[config.mk]
export PLATFORM = sky130hd
export DESIGN_NAME = load_store_unit_flat
export DESIGN_NICKNAME = d
export VERILOG_FILES = /design/src/rtl/load_store_unit_if.sv /design/src/rtl/load_store_unit.sv /design/src/flat_wrapper.sv
export SDC_FILE = /design/constraint.sdc
export NUM_CORES = 1
export LEC_CHECK = 0
export BUFFER_PORTS_ARGS = -buffer_cell sky130_fd_sc_hd__buf_4
export CORE_ASPECT_RATIO = 0.8
export CORE_MARGIN = 2
export CORE_UTILIZATION = 49
export DETAILED_ROUTE_END_ITERATION = 7
export GPL_TIMING_DRIVEN = 0
export PLACE_DENSITY = 0.8
export SLEW_MARGIN = 20
export SYNTH_ARGS = -nofsm -noshare
export SYNTH_HDL_FRONTEND = slang
export SYNTH_SLANG_ARGS = --single-unit
[constraint.sdc]
create_clock -name clk -period 2.1 [get_ports clk]
set_input_delay 0.105 -clock clk [delete_from_list [all_inputs] [get_ports clk]]
set_output_delay 0.105 -clock clk [all_outputs]
set_load 0.01 [all_outputs]
[src/rtl/load_store_unit_if.sv]
// Pipeline-side request/response bundle for the load/store unit.
// master = pipeline, slave = load_store_unit.
interface load_store_unit_if #(
  parameter int ADDR_W = 13
);
  logic              req_valid;
  logic              req_ready;
  logic              req_write;
  logic [1:0]        req_size;
  logic              req_unsigned;
  logic [ADDR_W-1:0] req_addr;
  logic [31:0]       req_wdata;
  logic              resp_valid;
  logic              resp_ready;
  logic [31:0]       resp_rdata;
  logic              resp_fault;

  modport master (
    output req_valid, req_write, req_size,
    output req_unsigned, req_addr, req_wdata,
    output resp_ready,
    input  req_ready, resp_valid,
    input  resp_rdata, resp_fault
  );

  modport slave (
    input  req_valid, req_write, req_size,
    input  req_unsigned, req_addr, req_wdata,
    input  resp_ready,
    output req_ready, resp_valid,
    output resp_rdata, resp_fault
  );
endinterface

[src/rtl/load_store_unit.sv]
// Single-outstanding load/store initiator on one synchronous memory port.
// Define LSU_FAULT_EN for alignment / illegal-size fault reporting.
module load_store_unit #(
  parameter  int MEM_SIZE = 8192,
  localparam int ADDR_W   = $clog2(MEM_SIZE)
) (
  input  logic              clk,
  input  logic              rst_n,
  load_store_unit_if.slave  bus,
  output logic [ADDR_W-1:0] mem_addr,
  output logic [31:0]       mem_wdata,
  input  logic [31:0]       mem_rdata,
  output logic [3:0]        mem_be,
  output logic              mem_we
);

  localparam logic [1:0] IDLE  = 2'd0;
  localparam logic [1:0] ISSUE = 2'd1;
  localparam logic [1:0] WAIT  = 2'd2;
  localparam logic [1:0] RESP  = 2'd3;

  logic [1:0]  state;
  logic [1:0]  size_q;
  logic [1:0]  off_q;
  logic        uns_q;
  logic        wr_q;
  logic        rvalid;
  logic [31:0] rdata;

  logic [1:0]  size_e;
  logic [1:0]  off;
  logic        bad;
  logic [3:0]  be_n;
  logic [31:0] wd_n;
  logic [31:0] sh;
  logic [31:0] ld;

  assign bus.req_ready  = (state == IDLE);
  assign bus.resp_valid = rvalid;
  assign bus.resp_rdata = rdata;

`ifdef LSU_FAULT_EN
  logic fault_q;
  assign bus.resp_fault = fault_q;
`else
  assign bus.resp_fault = 1'b0;
`endif

  always_comb begin
    size_e = bus.req_size;
    off    = bus.req_addr[1:0];
    bad    = 1'b0;
`ifdef LSU_FAULT_EN
    unique case (1'b1)
      bus.req_size == 2'b11: bad = 1'b1;
      bus.req_size == 2'b10: bad = (off != 2'b00);
      bus.req_size == 2'b01: bad = off[0];
      default:               bad = 1'b0;
    endcase
`else
    // Misaligned offsets truncate like the memory's own address decode.
    if (bus.req_size[1]) begin
      size_e = 2'b10;
      off    = 2'b00;
    end else if (bus.req_size[0]) begin
      off[0] = 1'b0;
    end
`endif
  end

  always_comb begin
    be_n = 4'b1111;
    wd_n = bus.req_wdata;
    unique case (size_e)
      2'b00: begin
        be_n = 4'b0001 << off;
        wd_n = {4{bus.req_wdata[7:0]}};
      end
      2'b01: begin
        be_n = off[1] ? 4'b1100 : 4'b0011;
        wd_n = {2{bus.req_wdata[15:0]}};
      end
      default: ;
    endcase
  end

  always_comb begin
    sh = mem_rdata >> {off_q, 3'b000};
    ld = sh;
    unique case (size_q)
      2'b00: ld = {{24{~uns_q & sh[7]}}, sh[7:0]};
      2'b01: ld = {{16{~uns_q & sh[15]}}, sh[15:0]};
      default: ;
    endcase
  end

  always_ff @(posedge clk or negedge rst_n) begin
    if (!rst_n) begin
      state     <= IDLE;
      size_q    <= 2'b00;
      off_q     <= 2'b00;
      uns_q     <= 1'b0;
      wr_q      <= 1'b0;
      mem_addr  <= '0;
      mem_wdata <= '0;
      mem_be    <= 4'b0000;
      mem_we    <= 1'b0;
      rvalid    <= 1'b0;
      rdata     <= '0;
`ifdef LSU_FAULT_EN
      fault_q   <= 1'b0;
`endif
    end else begin
      unique case (state)
        IDLE: begin
          if (bus.req_valid) begin
            size_q <= size_e;
            off_q  <= off;
            uns_q  <= bus.req_unsigned;
            wr_q   <= bus.req_write;
`ifdef LSU_FAULT_EN
            fault_q <= bad;
`endif
            if (bad) begin
              rdata  <= '0;
              rvalid <= 1'b1;
              state  <= RESP;
            end else begin
              mem_addr  <= {bus.req_addr[ADDR_W-1:2], 2'b00};
              mem_be    <= be_n;
              mem_wdata <= wd_n;
              mem_we    <= bus.req_write;
              state     <= ISSUE;
            end
          end
        end
        ISSUE: begin
          mem_we <= 1'b0;
          mem_be <= 4'b0000;
          if (wr_q) begin
            rdata  <= '0;
            rvalid <= 1'b1;
            state  <= RESP;
          end else begin
            state <= WAIT;
          end
        end
        WAIT: begin
          rdata  <= ld;
          rvalid <= 1'b1;
          state  <= RESP;
        end
        RESP: begin
          if (bus.resp_ready) begin
            rvalid <= 1'b0;
            state  <= IDLE;
          end
        end
        default: state <= IDLE;
      endcase
    end
  end

endmodule

[src/flat_wrapper.sv]
// flat-port wrapper written by rule: the top's interface ports become plain ports
module load_store_unit_flat 
#(
  parameter  int MEM_SIZE = 8192,
  localparam int ADDR_W   = $clog2(MEM_SIZE)
)
  (clk, rst_n, mem_addr, mem_wdata, mem_rdata, mem_be, mem_we, bus_req_valid, bus_req_write, bus_req_size, bus_req_unsigned, bus_req_addr, bus_req_wdata, bus_resp_ready, bus_req_ready, bus_resp_valid, bus_resp_rdata, bus_resp_fault);
  load_store_unit_if #(.ADDR_W((13))) bus_i ();
  input  logic clk;
  input  logic rst_n;
  output logic [ADDR_W-1:0] mem_addr;
  output logic [31:0] mem_wdata;
  input  logic [31:0] mem_rdata;
  output logic [3:0] mem_be;
  output logic mem_we;
  input wire logic [$bits(bus_i.req_valid)-1:0] bus_req_valid;
  input wire logic [$bits(bus_i.req_write)-1:0] bus_req_write;
  input wire logic [$bits(bus_i.req_size)-1:0] bus_req_size;
  input wire logic [$bits(bus_i.req_unsigned)-1:0] bus_req_unsigned;
  input wire logic [$bits(bus_i.req_addr)-1:0] bus_req_addr;
  input wire logic [$bits(bus_i.req_wdata)-1:0] bus_req_wdata;
  input wire logic [$bits(bus_i.resp_ready)-1:0] bus_resp_ready;
  output wire logic [$bits(bus_i.req_ready)-1:0] bus_req_ready;
  output wire logic [$bits(bus_i.resp_valid)-1:0] bus_resp_valid;
  output wire logic [$bits(bus_i.resp_rdata)-1:0] bus_resp_rdata;
  output wire logic [$bits(bus_i.resp_fault)-1:0] bus_resp_fault;
  assign bus_i.req_valid = bus_req_valid;
  assign bus_i.req_write = bus_req_write;
  assign bus_i.req_size = bus_req_size;
  assign bus_i.req_unsigned = bus_req_unsigned;
  assign bus_i.req_addr = bus_req_addr;
  assign bus_i.req_wdata = bus_req_wdata;
  assign bus_i.resp_ready = bus_resp_ready;
  assign bus_req_ready = bus_i.req_ready;
  assign bus_resp_valid = bus_i.resp_valid;
  assign bus_resp_rdata = bus_i.resp_rdata;
  assign bus_resp_fault = bus_i.resp_fault;
  load_store_unit #(.MEM_SIZE(MEM_SIZE)) u_core (.clk(clk), .rst_n(rst_n), .bus(bus_i), .mem_addr(mem_addr), .mem_wdata(mem_wdata), .mem_rdata(mem_rdata), .mem_be(mem_be), .mem_we(mem_we));
endmodule
* After elaboration in Yosys (flattened, before gate mapping)
Index checks and enable logic that the tools add are counted.
** Operators by class
- Bitwise logic cells :: 4
- Reductions and logical operators :: 10
- Multiplexer cells :: 21
- Equality and inequality tests :: 8
- Shift operators :: 2
** Operators by type and width (count)
- one-hot mux 32 bit (2 select lines) :: 3
- two-way mux 32 bit :: 1
- right shift 32 x 5 -> 32 bit :: 1
- one-hot mux 4 bit (2 select lines) :: 2
- two-way mux 4 bit :: 2
- one-hot mux 2 bit (4 select lines) :: 1
- AND reduction 2 bit :: 4
- two-way mux 1 bit :: 7
- == test 2 x 1 -> 1 bit (second input constant) :: 3
- zero test 2 bit :: 3
- two-way mux 2 bit :: 3
- == test 2 bit (second input constant) :: 2
- != test 2 bit (second input constant) :: 2
- nonzero test 2 bit :: 2
- << shifter 1 x 2 -> 4 bit (first input constant) :: 1
- one-hot mux 1 bit (3 select lines) :: 1
- AND reduction 3 bit :: 1
- bitwise AND 1 bit :: 2
- != test 2 x 1 -> 1 bit (second input constant) :: 1
- inverter 1 bit :: 2
- one-hot mux 1 bit (2 select lines) :: 1
** Word-level totals
- Input port bits :: 85
- Word-level logic and storage cells :: 56
- Register bits :: 89
- Output and inout bits :: 85

* Longest topological paths before layout
- Depth after elaboration :: 6
- Mapped depth :: 9
- Depth with buffers taken out :: 6

* Worst setup path before layout
No wires, ideal clock.
- Kind :: flip-flop to flip-flop
- From :: reg u_core.state[1]
- To :: reg u_core.rdata[24] (netlist: u_core.bus.resp_rdata[24])
- Library setup time :: 0.067 ns
- Arrival time :: 1.677 ns
- Slack :: 0.356 ns
- Buffers on the path :: 3
- Cell stages (with the launch flop) :: 10
- Clock period less this slack :: 1.744 ns
- Data required time :: 2.033 ns
- Path through :: dfrtp_1 > inv_1 > ha_1 > buf_2 > nand2b_1 > nand2_4 > nor4bb_1 > buf_4 > buf_6 > a221o_1
** On the way
- Longest elaborated chain between the ends :: 3
- Elaborated cells on any way between the ends :: 6
- Those cells by class :: eq/ne: 3; mux: 1; reduce/logical: 2
** Ends and longest elaborated chain
- from (decl) :: RTL line load_store_unit.sv:22 : logic [1:0] state;
- from (signal assigned) :: RTL line load_store_unit.sv:99 : state <= IDLE;
- from (signal assigned) :: RTL line load_store_unit.sv:127 : state <= RESP;
- from (signal assigned) :: RTL line load_store_unit.sv:133 : state <= ISSUE;
- == test 2 x 1 -> 1 bit / == test 2 bit (equally long branches) :: RTL line load_store_unit.sv:114 : unique case (state)
- != test 2 x 1 -> 1 bit (no line) / nonzero test 2 bit (equally long branches)
- AND reduction 2 bit (no line)
- to (signal assigned) :: RTL line load_store_unit.sv:149 : rdata <= ld;
- to (decl) :: RTL line load_store_unit.sv:28 : logic [31:0] rdata;
Several ways; a longest one is shown, not always the timed one.
A chain may end at the register's enable or synchronous reset.

* Final worst setup path
- From :: reg u_core.state[1]
- To :: reg u_core.rdata[25] (netlist: u_core.bus.resp_rdata[25])
Same word-level chain as after synthesis.

==> impl_results.md <==
- Outcome: finished clean
- Via count of the routed design: approximately 3,900
- Fraction of the mapped netlist area in adder cells: 0.0145
- Multiplexer share of the synthesized area: 0.189
- Finished Layout Cells: approximately 720
- Cells on worst reg2reg path: 6
- Dominant combinational cell family by area after synthesis: multiplexers
- Setup slack at placement: -0.144 ns
- Sinks on the clock net: 89
- Placeable Area: 8520 sq um
- Drt first pass iters: 5
- Die area: 9600 sq um
- Sum of negative setup slack: 0 ns
- Area of the mapped netlist: 4330 sq um
- Basic-gate share of the synthesized area counting and, or, nand and nor cells: 0.0960
- Number of buffers created by CTS: 9
- Post-route cell area: just over 6000 sq um
- Post-CTS clock slew at the launch and capture registers of the worst setup and hold paths: 0.08 ns
- IO Pins: between 150 and 200
- Compound-Gate Fraction of Synth Area: 0.146
- Minimum clock period after layout: between 1.5 and 2 ns
- Synthesis Warnings: 0
- Die width: around 110 um
- Kind of capture point of the worst setup path: flop
- Skew final: about 0.011 ns
- Hold crit path type: in -> reg
- Total overflow reported by the global router: 0
- Setup violations, final: 0
- H-tree depth reported by CTS: 3
- Largest net degree at the start of global routing: 90
- Iteration-0 DRC Markers: between 200 and 250
- Hold_ws: between 0.015 and 0.02 ns
- Biggest fanout along the worst timing path: 10
- Mapped Avg Cell Area: ~11 sq um
- Cell area after placement: between 5000 and 6000 sq um
- Inst Count DP: ~680
- Drt drc: 0
- Total routing usage reported by global routing: 0.276
- Leading cell type in the layout, fill and taps excluded: sky130_fd_sc_hd__buf_4
- Worst min-delay path startpoint: bus_req_wdata[3]
- Number of instances in the synthesized netlist: 398
- Post-layout total power: about 8.5 mW
- Max Buffers Root-to-Sink: 2
- Nets@finish: 690
- Tightest Pin Transition: approximately 0.79 ns
- Count of nets left with antenna violations after detail routing: 0
- Reg2Reg Setup Slack: between 0.1 and 0.15 ns
- Most used cells in the layout excluding fill and tap cells: 170 x sky130_fd_sc_hd__buf_4, 89 x sky130_fd_sc_hd__dfrtp_1, 47 x sky130_fd_sc_hd__nand2_1
- Slowest cell on the critical path: sky130_fd_sc_hd__dfrtp_1
- Critical Path AT: between 2 and 2.5 ns
- Estimated wirelength of the detail-placed design: 9320 um
- Largest vdd supply drop: approximately 0.00074 V
- Fin crit share: 0.932
- Maxcap violations: 0
- CTS tree: built
- Achievable Freq: around 510 MHz
- Cell Pwr Density: 1370 nW/um^2
- Placer's final routability congestion estimate: roughly 0.9
- Routed length per instance: 17.9 um
- Number of buffer and inverter instances along the worst setup path: 3
- Final antenna diode count: 0
- Nature of the critical path startpoint: flop
- Number of global-route vias before repair: approximately 4,000
- Required time of the critical path: 2.39 ns
- Final core occ: 0.728
- DR vias/cell: about 5.4
- Height of the die: 88.0 um
- Async SR Flop Fraction: 1.00
- Relative area change from synthesis to final layout: 43.4%
- Min setup slack post-route: around 0.14 ns
- Final hold vios: 0
- Leak pwr: between 3 and 4 nW
- Number of antenna violations at the first check in global routing: 0
- Xor and xnor fraction of the mapped netlist area: 0
- Number of pins exceeding their max-slew limit in the final report: 0
- R2r endpoint: u_core.bus.resp_rdata[25]$_DFFE_PN0P_
- Final WL: around 13,000 um
- Share of synthesized area occupied by flip-flops and latches: 0.515
- Hold EP: u_core.mem_wdata[3]$_DFFE_PN0P_
- #FFs+latches synth: 89
- Synth unique cells: 39
- Delay of the slowest cell on the worst path: around 0.4 ns
- Worst r2r src: u_core.state[1]$_DFFE_PN0P_
- Wire length of the first global-routing pass: 20,300 um
- Layout cells sized above 1: 0.397
- Number of rows created at floorplan: 30
- Setup Crit Path Kind: reg -> reg
- I/O Buffers: 166
- Initial Utilization: 0.508
- Crit-path cells: inv_1, ha_1, buf_2, mux2i_2, clkbuf_1, a221o_1
- Worst hold path stage count: 2
- EDFF count, synth: 0
- Cell family with most CP delay: buffers and inverters
- Dominant register cell in the synthesized netlist: sky130_fd_sc_hd__dfrtp_1
- CTS root buffer: sky130_fd_sc_hd__clkbuf_8
- Clock latency reported for the late side of the worst-skew pair: ~0.36 ns
- Max-Slew Margin vs Limit: 0.474
- Start point of the critical path: u_core.state[1]$_DFFE_PN0P_
## synthesized netlist by cell type, drive strengths merged, types with 2 or more instances
cell type / count / area (sq um)
a21oi: 25 / 125
o21ai: 50 / 250
nand3b: 9 / 67.6
nand2: 48 / 188
a32o: 2 / 20.0
mux4: 2 / 45.0
clkbuf: 18 / 67.6
ha: 5 / 62.6
buf: 13 / 83.8
dfrtp: 89 / 2230
nor2: 20 / 75.1
mux2: 32 / 360
inv: 5 / 18.8
nand2b: 3 / 18.8
nor3: 3 / 20.0
o22ai: 2 / 12.5
mux2i: 41 / 410
a221o: 16 / 160
## layout make-up
type	count	area, sq um
buffer	31	160
clock buffer	13	169
clock inverter	2	60.1
fill	636	2320
inverter	5	18.8
multi-input combinational	275	1950
sequential	89	2230
tap	112	140
timing repair buffer	189	1480
## sequential cells by signal (all words and copies together) (netlist names), 2 cells and up
signal                 flops
u_core.bus.resp_rdata     32
u_core.mem_wdata          32
u_core.mem_addr           11
u_core.mem_be              4
u_core.off_q               2
u_core.size_q              2
u_core.state               2
## where the power goes
group	internal (mW)	switching (mW)	total, mW	leakage (nW)
Clock	0.763	0.579	1.34	0.116
Combinational	2.08	2.15	4.23	1.77
Sequential	2.46	0.447	2.91	1.12
## logic make-up (layout without fill, tap and decap cells)
family / count (synthesis) / count (layout)
other cells: 1 / 3
simple gates: 89 / 89
flops: 89 / 89
buf+inv: 36 / 240
fa+ha+maj: 5 / 5
compound gates: 103 / 103
mux: 75 / 75
## routing by layer
metal | vias up | share of wire | track usage
li1 | 1818 | - | -
met1 | 1912 | 0.43 | 0.380
met5 | - | 0 | 0
met4 | 0 | 0.019 | 0.0909
met2 | 143 | 0.49 | 0.438
met3 | 24 | 0.058 | 0.0573
## worst max path at each step
stage | end | slack (ns) | depth (start not counted)
global placement | u_core.off_q[0]$_DFFE_PN0P_ | -0.06 | 6
CTS | u_core.bus.resp_rdata[18]$_DFFE_PN0P_ | 0.02 | 6
detailed placement | u_core.mem_wdata[30]$_DFFE_PN0P_ | -0.14 | 6
global route | u_core.bus.resp_rdata[23]$_DFFE_PN0P_ | -0.005 | 6
finish | u_core.bus.resp_rdata[25]$_DFFE_PN0P_ | 0.14 | 6
floorplan | u_core.bus.resp_rdata[24]$_DFFE_PN0P_ | 0.36 | 9
## what timing repair did
action                                 CTS  global route
resized for setup                        2            11
setup endpoints to repair               31            75
endpoints found under the hold margin   33             0
hold buffers                            22             0
buffers inserted                         0             1
Power figures use the tool's default switching activity.
